### config.mk
export PLATFORM = sky130hd
export DESIGN_NAME = div_ctrl
export DESIGN_NICKNAME = d
export VERILOG_FILES = /design/src/rtl/div_ctrl_pkg.sv /design/src/rtl/div.sv /design/src/rtl/div_fixup.sv /design/src/rtl/div_ctrl.sv
export SDC_FILE = /design/constraint.sdc
export NUM_CORES = 2
export LEC_CHECK = 0
export ABC_CLOCK_PERIOD_IN_PS = 12440
export CORE_UTILIZATION = 50
export CTS_CLUSTER_SIZE = 25
export DETAILED_ROUTE_END_ITERATION = 10
export PLACE_DENSITY = 0.67
export SYNTH_ARGS = -nofsm -noshare
export SYNTH_HDL_FRONTEND = slang
export SYNTH_HIERARCHICAL = 1
export SYNTH_SLANG_ARGS = --single-unit
### constraint.sdc
create_clock -name clk -period 12.44 [get_ports clk]
set_clock_uncertainty 0.05 [all_clocks]
set_input_delay 3.732 -clock clk [delete_from_list [all_inputs] [get_ports clk]]
set_output_delay 3.732 -clock clk [all_outputs]
set_load 0.005 [all_outputs]
### src/rtl/div_ctrl_pkg.sv
// Shared types and helpers for the divider sequencing controller.
// Op encoding, controller states and result-select function.
package div_ctrl_pkg;

    typedef enum logic [1:0] {
        DIV  = 2'd0,
        DIVU = 2'd1,
        REM  = 2'd2,
        REMU = 2'd3
    } div_op_t;

    typedef enum logic [1:0] {
        IDLE = 2'd0,
        RUN  = 2'd1,
        RESP = 2'd2
    } div_state_t;

    localparam int DIV_LATENCY = 67;

    localparam logic [63:0] MIN64 = 64'h8000_0000_0000_0000;
    localparam logic [31:0] MIN32 = 32'h8000_0000;

    function automatic logic is_signed(input div_op_t op);
        return (op == DIV) || (op == REM);
    endfunction

    function automatic logic is_rem(input div_op_t op);
        return (op == REM) || (op == REMU);
    endfunction

    // c is {rem, quot}; W forms sign-extend the low word.
    function automatic logic [63:0] sel_result(
        input logic [127:0] c,
        input logic         rem,
        input logic         w
    );
        logic [63:0] v;
        v = rem ? c[127:64] : c[63:0];
        return w ? {{32{v[31]}}, v[31:0]} : v;
    endfunction

endpackage

### src/rtl/div.sv
// Iterative 64-bit restoring divider, one quotient bit per cycle.
// done rises DIV_LATENCY edges after valid first rises; c is {rem, quot}.
module div
    import div_ctrl_pkg::*;
(
    input  logic         clk,
    input  logic         reset,
    input  logic         valid,
    input  logic [63:0]  a,
    input  logic [63:0]  b,
    input  logic         s,
    input  logic         w,
    output logic         done,
    output logic [127:0] c
);

    logic [63:0] ea;
    logic [63:0] eb;
    logic        na;
    logic        nb;
    logic [63:0] ma;
    logic [63:0] mb;
    logic        run;
    logic [6:0]  cnt;
    logic [63:0] q;
    logic [63:0] r;
    logic [63:0] d;
    logic [64:0] t;
    logic        ge;
    logic [63:0] diff;

    assign ea = w ? (s ? {{32{a[31]}}, a[31:0]} : {32'h0, a[31:0]}) : a;
    assign eb = w ? (s ? {{32{b[31]}}, b[31:0]} : {32'h0, b[31:0]}) : b;
    assign na = s & ea[63];
    assign nb = s & eb[63];
    assign ma = na ? (~ea + 64'd1) : ea;
    assign mb = nb ? (~eb + 64'd1) : eb;

    assign t    = {r, q[63]};
    assign ge   = t >= {1'b0, d};
    assign diff = t[63:0] - d;

    // Sign correction is combinational on the held operands.
    assign c = {na ? (~r + 64'd1) : r,
                (na ^ nb) ? (~q + 64'd1) : q};

    // Load magnitudes, shift-subtract 64 times, then flag done.
    always_ff @(posedge clk) begin
        if (reset || !valid) begin
            run  <= 1'b0;
            done <= 1'b0;
            cnt  <= '0;
        end else if (!run) begin
            run <= 1'b1;
            cnt <= '0;
            q   <= ma;
            r   <= '0;
            d   <= mb;
        end else if (!done) begin
            if (cnt < 7'd64) begin
                q <= {q[62:0], ge};
                r <= ge ? diff : t[63:0];
            end
            if (cnt == 7'(DIV_LATENCY - 2))
                done <= 1'b1;
            else
                cnt <= cnt + 7'd1;
        end
    end

endmodule

### src/rtl/div_fixup.sv
// Special-case detection and result selection for divide ops.
// Covers divide-by-zero, signed overflow and quot/rem sext select.
module div_fixup
    import div_ctrl_pkg::*;
(
    input  logic [63:0]  a,
    input  logic [63:0]  b,
    input  div_op_t      op,
    input  logic         w,
    input  logic [127:0] c,
    output logic         special,
    output logic [63:0]  special_result,
    output logic [63:0]  result
);

    logic         s;
    logic         bz;
    logic         ovf;
    logic [127:0] sc;

    assign s  = is_signed(op);
    assign bz = w ? (b[31:0] == 32'h0) : (b == 64'h0);

    assign ovf = s & (w ? (a[31:0] == MIN32 && b[31:0] == 32'hFFFF_FFFF)
                        : (a == MIN64 && b == 64'hFFFF_FFFF_FFFF_FFFF));

    // Build the architectural {rem, quot} pair for the special cases.
    always_comb begin
        sc = '0;
        if (bz)
            sc = {a, 64'hFFFF_FFFF_FFFF_FFFF};
        else if (ovf)
            sc = {64'h0, w ? {32'h0, MIN32} : MIN64};
    end

    assign special        = bz | ovf;
    assign special_result = sel_result(sc, is_rem(op), w);
    assign result         = sel_result(c, is_rem(op), w);

endmodule

### src/rtl/div_ctrl.sv
// Sequencing controller around the iterative divider.
// Handles specials, quot/rem result reuse and tagged responses.
module div_ctrl
    import div_ctrl_pkg::*;
#(
    parameter int TAG_W    = 5,
    parameter int EN_REUSE = 1
) (
    input  logic             clk,
    input  logic             reset,
    input  logic             req_valid,
    output logic             req_ready,
    input  div_op_t          req_op,
    input  logic             req_w,
    input  logic [63:0]      req_a,
    input  logic [63:0]      req_b,
    input  logic [TAG_W-1:0] req_tag,
    input  logic             flush,
    output logic             resp_valid,
    input  logic             resp_ready,
    output logic [63:0]      resp_data,
    output logic [TAG_W-1:0] resp_tag,
    output logic             busy
);

    div_state_t       state;
    logic [63:0]      a_q;
    logic [63:0]      b_q;
    div_op_t          op_q;
    logic             w_q;
    logic [TAG_W-1:0] tag_q;

    logic             cv;
    logic [63:0]      ca;
    logic [63:0]      cb;
    logic             cs;
    logic             cw;
    logic [127:0]     cc;

    logic             div_valid;
    logic             div_done;
    logic [127:0]     div_c;

    logic             idle;
    logic             hit;
    logic [63:0]      fx_a;
    logic [63:0]      fx_b;
    div_op_t          fx_op;
    logic             fx_w;
    logic [127:0]     fx_c;
    logic             fx_special;
    logic [63:0]      fx_special_res;
    logic [63:0]      fx_res;

    assign idle = (state == IDLE);

    // In IDLE the fixup looks at the incoming request and the cache;
    // otherwise at the latched operands and the live divider result.
    assign fx_a  = idle ? req_a  : a_q;
    assign fx_b  = idle ? req_b  : b_q;
    assign fx_op = idle ? req_op : op_q;
    assign fx_w  = idle ? req_w  : w_q;
    assign fx_c  = idle ? cc     : div_c;

    assign hit = (EN_REUSE != 0) && cv
              && req_a == ca && req_b == cb
              && is_signed(req_op) == cs && req_w == cw;

    assign div_valid = (state == RUN) & ~div_done & ~flush & ~reset;
    assign req_ready = idle & ~flush;
    assign busy      = ~idle;

    div_fixup u_fixup (
        .a              (fx_a),
        .b              (fx_b),
        .op             (fx_op),
        .w              (fx_w),
        .c              (fx_c),
        .special        (fx_special),
        .special_result (fx_special_res),
        .result         (fx_res)
    );

    div u_div (
        .clk   (clk),
        .reset (reset),
        .valid (div_valid),
        .a     (a_q),
        .b     (b_q),
        .s     (is_signed(op_q)),
        .w     (w_q),
        .done  (div_done),
        .c     (div_c)
    );

    // Request/run/response sequencing, cache update and output regs.
    always_ff @(posedge clk) begin
        if (reset) begin
            state      <= IDLE;
            resp_valid <= 1'b0;
            resp_data  <= '0;
            resp_tag   <= '0;
            cv         <= 1'b0;
            a_q        <= '0;
            b_q        <= '0;
            op_q       <= DIV;
            w_q        <= 1'b0;
            tag_q      <= '0;
        end else if (flush) begin
            state      <= IDLE;
            resp_valid <= 1'b0;
        end else begin
            unique case (state)
                IDLE: begin
                    if (req_valid) begin
                        a_q   <= req_a;
                        b_q   <= req_b;
                        op_q  <= req_op;
                        w_q   <= req_w;
                        tag_q <= req_tag;
                        if (fx_special) begin
                            resp_data  <= fx_special_res;
                            resp_tag   <= req_tag;
                            resp_valid <= 1'b1;
                            state      <= RESP;
                        end else if (hit) begin
                            resp_data  <= fx_res;
                            resp_tag   <= req_tag;
                            resp_valid <= 1'b1;
                            state      <= RESP;
                        end else begin
                            state <= RUN;
                        end
                    end
                end
                RUN: begin
                    if (div_done) begin
                        cv         <= 1'b1;
                        ca         <= a_q;
                        cb         <= b_q;
                        cs         <= is_signed(op_q);
                        cw         <= w_q;
                        cc         <= div_c;
                        resp_data  <= fx_res;
                        resp_tag   <= tag_q;
                        resp_valid <= 1'b1;
                        state      <= RESP;
                    end
                end
                RESP: begin
                    if (resp_ready) begin
                        resp_valid <= 1'b0;
                        state      <= IDLE;
                    end
                end
                default: state <= IDLE;
            endcase
        end
    end

endmodule

---- Word-level counts from Yosys, hierarchy flattened ----
Index checks and enable logic that the tools add are counted.
storage, ports and cells
  flip-flop bits (word level) ............. 668
  input port bits ......................... 141
  output and inout bits ................... 72
operators by class
  add/sub/neg operators ................... 6
  magnitude comparators ................... 2
  eq/ne operators ......................... 21
  muxes and demuxes ....................... 53
  bitwise operators ....................... 20
  reduce and logical (&&, ||, !) cells .... 31
operator list
  kind                                           count
  2-to-1 mux 64 bit                              26
  adder 64 x 1 -> 64 bit, second input constant  4
  2-to-1 mux 128 bit                             2
  NOT 64 bit                                     4
  equality test 64 bit                           2
  equality test 64 bit, second input constant    2
  one-hot mux 64 bit (2 select lines)            1
  greater-or-equal comparator 65 x 64 -> 1 bit   1
  equality test 32 bit, second input constant    2
  zero test 64 bit                               1
  subtractor 64 bit                              1
  zero test 32 bit                               1
  2-to-1 mux 5 bit                               4
  2-to-1 mux 2 bit                               6
  AND reduction 3 bit                            4
  2-to-1 mux 1 bit                               11
  equality test 2 bit, second input constant     5
  one-hot mux 5 bit (2 select lines)             1
  AND reduction 5 bit                            2
  zero test 2 bit                                4
  inequality test 2 bit, second input constant   4
  adder 7 x 1 -> 7 bit, second input constant    1
  AND 1 bit                                      7
  equality test 7 bit, second input constant     1
  other kinds (18)                               36

---- Longest topological paths before layout ----
  depth after elaboration ................. 14
  gate-level depth with buffers ........... 21

---- Hierarchy ----
Netlist, hierarchy kept.
modules (own cells, without submodules)
  module     times used  cells an instance  area an instance (um2)  sequential area each (um2)
  div_ctrl   1           2297               20786.2                 11931.4
  div        1           2255               18139.9                 5945.7
  div_fixup  1           332                2245.9                  0.0

---- Worst setup path after synthesis ----
No wires, ideal clock.
  kind .................................... input -> register
  start point ............................. input port reset
  end point ............................... register ca[0], enable pin
  library setup time ...................... 647 ps
  arrival ................................. 9973 ps
  required time ........................... 11743 ps
  path slack .............................. 1770 ps
  stages .................................. 3
  path buffers ............................ 1
  path through ............................ clkbuf_1 > nor2_1 > and4_1
on the way
  cells in the longest elaborated chain, start to end .. 2
RTL lines
  element                               line             text
  start, declared                       div_ctrl.sv:10   input logic reset,
  NOT 1 bit (no source line)            --
  AND reduction 4 bit (no source line)  --
  end signal, assigned                  div_ctrl.sv:139  ca <= a_q;
  end, declared                         div_ctrl.sv:34   logic [63:0] ca;
Every way passes these cells.
A chain may end at the register's enable or synchronous reset.

---- Worst setup path after layout ----
  start point ............................. input port flush
  end point ............................... output port req_ready
on the way
  cells in the longest elaborated chain, start to end .. 2
RTL lines
  element                     line            text
  start, declared             div_ctrl.sv:18  input logic flush,
  NOT 1 bit (no source line)  --
  AND 1 bit                   div_ctrl.sv:70  assign req_ready = idle & ~flush;
  end, declared               div_ctrl.sv:12  output logic req_ready,
Every way passes these cells.

==> metrics.csv <==
stage;metric;value;unit
min_path;hp-class;flip-flop to flip-flop;
finish;drive_gt1_frac;0.05674;
placed_design;portBuffers;212;
grt;overflow;0;
routing;drcViolationCount;0;
synth;yosysSeqAreaShare;0.4342;
routing;wl_per_cell;26.02;um
synth;synth_area_leaders;edfxtp_1 (33%), nand2_1 (12%), dfxtp_1 (11%);
grt;grt_pass1_wl;226100;um
sta;period_minus_slack;8881;ps
power_and_ir_drop;power_per_cell_area;119.6;nW/um^2
die;rows;104;
cts;cts_max_path_buffers;3;
outcome;status;complete, no violations;
sta;whs;402.5;ps
grt;grt_pass1_vias;33470;
sta;setup_viol_count_final;0;
worst_setup_path;worstSetupEndpointType;output pin;
cts;cts_resized;0;
worst_setup_path;crit_type;primary input to output pin;
cts;postCtsHoldBufs;0;
routing;avgViaCountPerCell;6.182;
synth;synth_cells;4884;
worst_setup_path;cpMostUsedCell;clkdlybuf4s50_1;
cts;root_buffer;clkbuf_16;
synth;synth.top_cell.area_share;0.3282;
synth;ys_warn_count;6;
routing;drtAntennaViolNets;0;
routing;drt_iter0_markers;4590;
cts;clk_transition_reported_paths;60;ps
sta;rsz0062_at_grt;no;
worst_setup_path;cpPeakStageDelay;580;ps
grt;grt.total_usage;0.3689;
finish;nets;5139;
sta;worst_pin_slew;1282;ps
job;drv_cap;0;
synth;async_flop_share;0;
finish;n_fill_cell;7452;
worst_setup_path;crit_buf_inv;2;
worst_setup_path;cp.arrival;5100;ps
finish;layout_commonest_cell;nand2_1;
worst_setup_path;crit_chain;clkdlybuf4s50_1 -> nor2_1 -> clkdlybuf4s50_1;
synth;synth_edf_count;450;
die;io_pins;213;
die;start_util;0.5087;
routing;finalWirelength;157500;um
cts;cts_inserted_buffers;77;
finish;ff_latch_area;17880;um^2
sta;setup_tns;0;ps
sta;max_clock_freq;0.1126;GHz
worst_setup_path;crit_slowest_cell;clkdlybuf4s50_1;
worst_setup_path;crit_required;8660;ps
finish;multi_input_area;21590;um^2
sta;maxSlewHeadroom;0.1362;
synth;avgSynthCellArea;8.430;um^2
routing;vias;37430;
die;die_h;289.0;um
worst_setup_path;path_delay_family;buffers and inverters;
synth;yosysTopAreaCell;edfxtp_1;
die;die_area;83500;um^2
placed_design;dp_hpwl;118700;um
synth;yosysUniqueCellTypes;86;
sta;min_period_over_period;0.7139;
synth;synth-main-ff-cell;edfxtp_1;
grt;grt_start_max_net_pins;140;
power_and_ir_drop;leakage;0.01806;uW
cts;cts_tree;done;
synth;synth.net_count;5096;
cts;htreeDepth;3;
die;chipWidth;289.0;um
worst_setup_path;crit_path_max_fanout;4;
synth;ys_ff_latch;668;
placed_design;place_congestion;1.011;
die;core_area;80940;um^2
worst_setup_path;rrSetupSlack;6130;ps
cts;clkLatencyLatePin;640;ps
synth;syn_area;41170;um^2
grt;antenna_found_initial;12;
power_and_ir_drop;peakVddDrop;0.09723;mV
finish;area_growth;12.85;%
worst_setup_path;critPathLaunchType;primary input;
cts;post_cts_buffers;0;
routing;firstDrtPassIters;6;
finish;mostFrequentLayoutCells;nand2_1 (1311), a21oi_1 (495), edfxtp_1 (450);
sta;drv_slew;0;
sta;final_hold_viol_count;0;
cts;clkSinkCount;668;
[cell families (layout without fill, tap and decap cells)]
| group | after synthesis | after routing | synth area share |
|---|---|---|---|
| and+or+nand+nor | 2087 | 2087 | 0.2248 |
| AOI/OAI and AO/OA | 1068 | 1068 | 0.1585 |
| DFF | 668 | 668 | 0.4342 |
| buffers and inverters | 469 | 573 | 0.04440 |
| xor gates and xnor gates | 376 | 376 | 0.07999 |
| muxes | 145 | 145 | 0.03638 |
| adders and majority gates | 71 | 71 | 0.02176 |
| other | 0 | 6 | 0 |
[tightest hold or removal path: stages (launching register included)]
cell and delay, ps:
dfxtp_1 310, nand2_1 50, a21oi_1 50
[final timing paths]
path / depth (start not counted) / end / startpoint
worst max-delay path: 3 / req_ready / flush
worst min-delay path: 2 / tag_q[0] / tag_q[0]
worst max register to register: 16 / resp_data[2] / state[1]
worst min register to register: 2 / tag_q[0] / tag_q[0]
[synth_stat cells, types with 8 or more instances]
library cell  instances
a211oi_1             25
a21o_1               51
a21oi_1             495
a311oi_1             76
a31oi_1              35
and2_1               14
and3_1               20
buf_1                16
buf_2                12
buf_4                 8
clkbuf_1            257
dfxtp_1             218
edfxtp_1            450
ha_1                 70
inv_1               171
mux2_2               37
mux2i_1             108
nand2_1            1315
nand2b_1             52
nand3_1              35
nand4_1              77
nor2_1              229
nor2b_1              71
nor3_1               78
nor4_1               82
o2111ai_1            12
o21a_1               10
o21ai_0             178
o21ai_2              32
o21bai_1             14
o22ai_1              20
o31ai_1              34
o41ai_1              13
or2_2                 9
or3_1                32
or4_1                28
xnor2_1             215
xor2_1              161
[where the power goes]
part	switching [uW]	internal, uW	leakage [uW]
clock network	976	1290	0.00121
registers	66.1	2410	0.00596
logic	542	276	0.0109
[registers in the layout (all words and copies together) (netlist names), 2 cells and up]
signal,flops
u_div/d,64
cc,128
u_div/q,64
resp_data,64
state,2
b_q,64
u_div/r,64
a_q,64
op_q,2
tag_q,5
resp_tag,5
cb,64
u_div/cnt,7
ca,64
[stage by stage]
step           setup WS (ps)  std cells  area [um^2]  power (uW)    util
3_5_place_dp            3570       5908        43980        3313  0.5433
2_1_floorplan           1770       4884        41170        2988       -
3_3_place_gp            3628       5908        43980        3306  0.5433
5_1_grt                 3524       6054        46460        5707  0.5740
4_1_cts                 3570       6048        46450        5540  0.5739
6_report                3559       6054        46460        5556  0.5740
[per-layer routing]
layer	wire, um	track usage	part of all wire
met5	13	0	0.000083
met4	5306	0.1197	0.034
met3	17830	0.07551	0.11
met2	67550	0.5453	0.43
met1	66820	0.5370	0.42
[cell type report]
type,count,share of cell area
antenna,6,0.0003232
clock buffer,102,0.04543
clock inverter,38,0.007756
inverter,173,0.01414
multi-input combinational,3747,0.4647
sequential,668,0.3849
tap,1060,0.02855
timing repair buffer,260,0.05426
(Power assumes the default switching activity.)
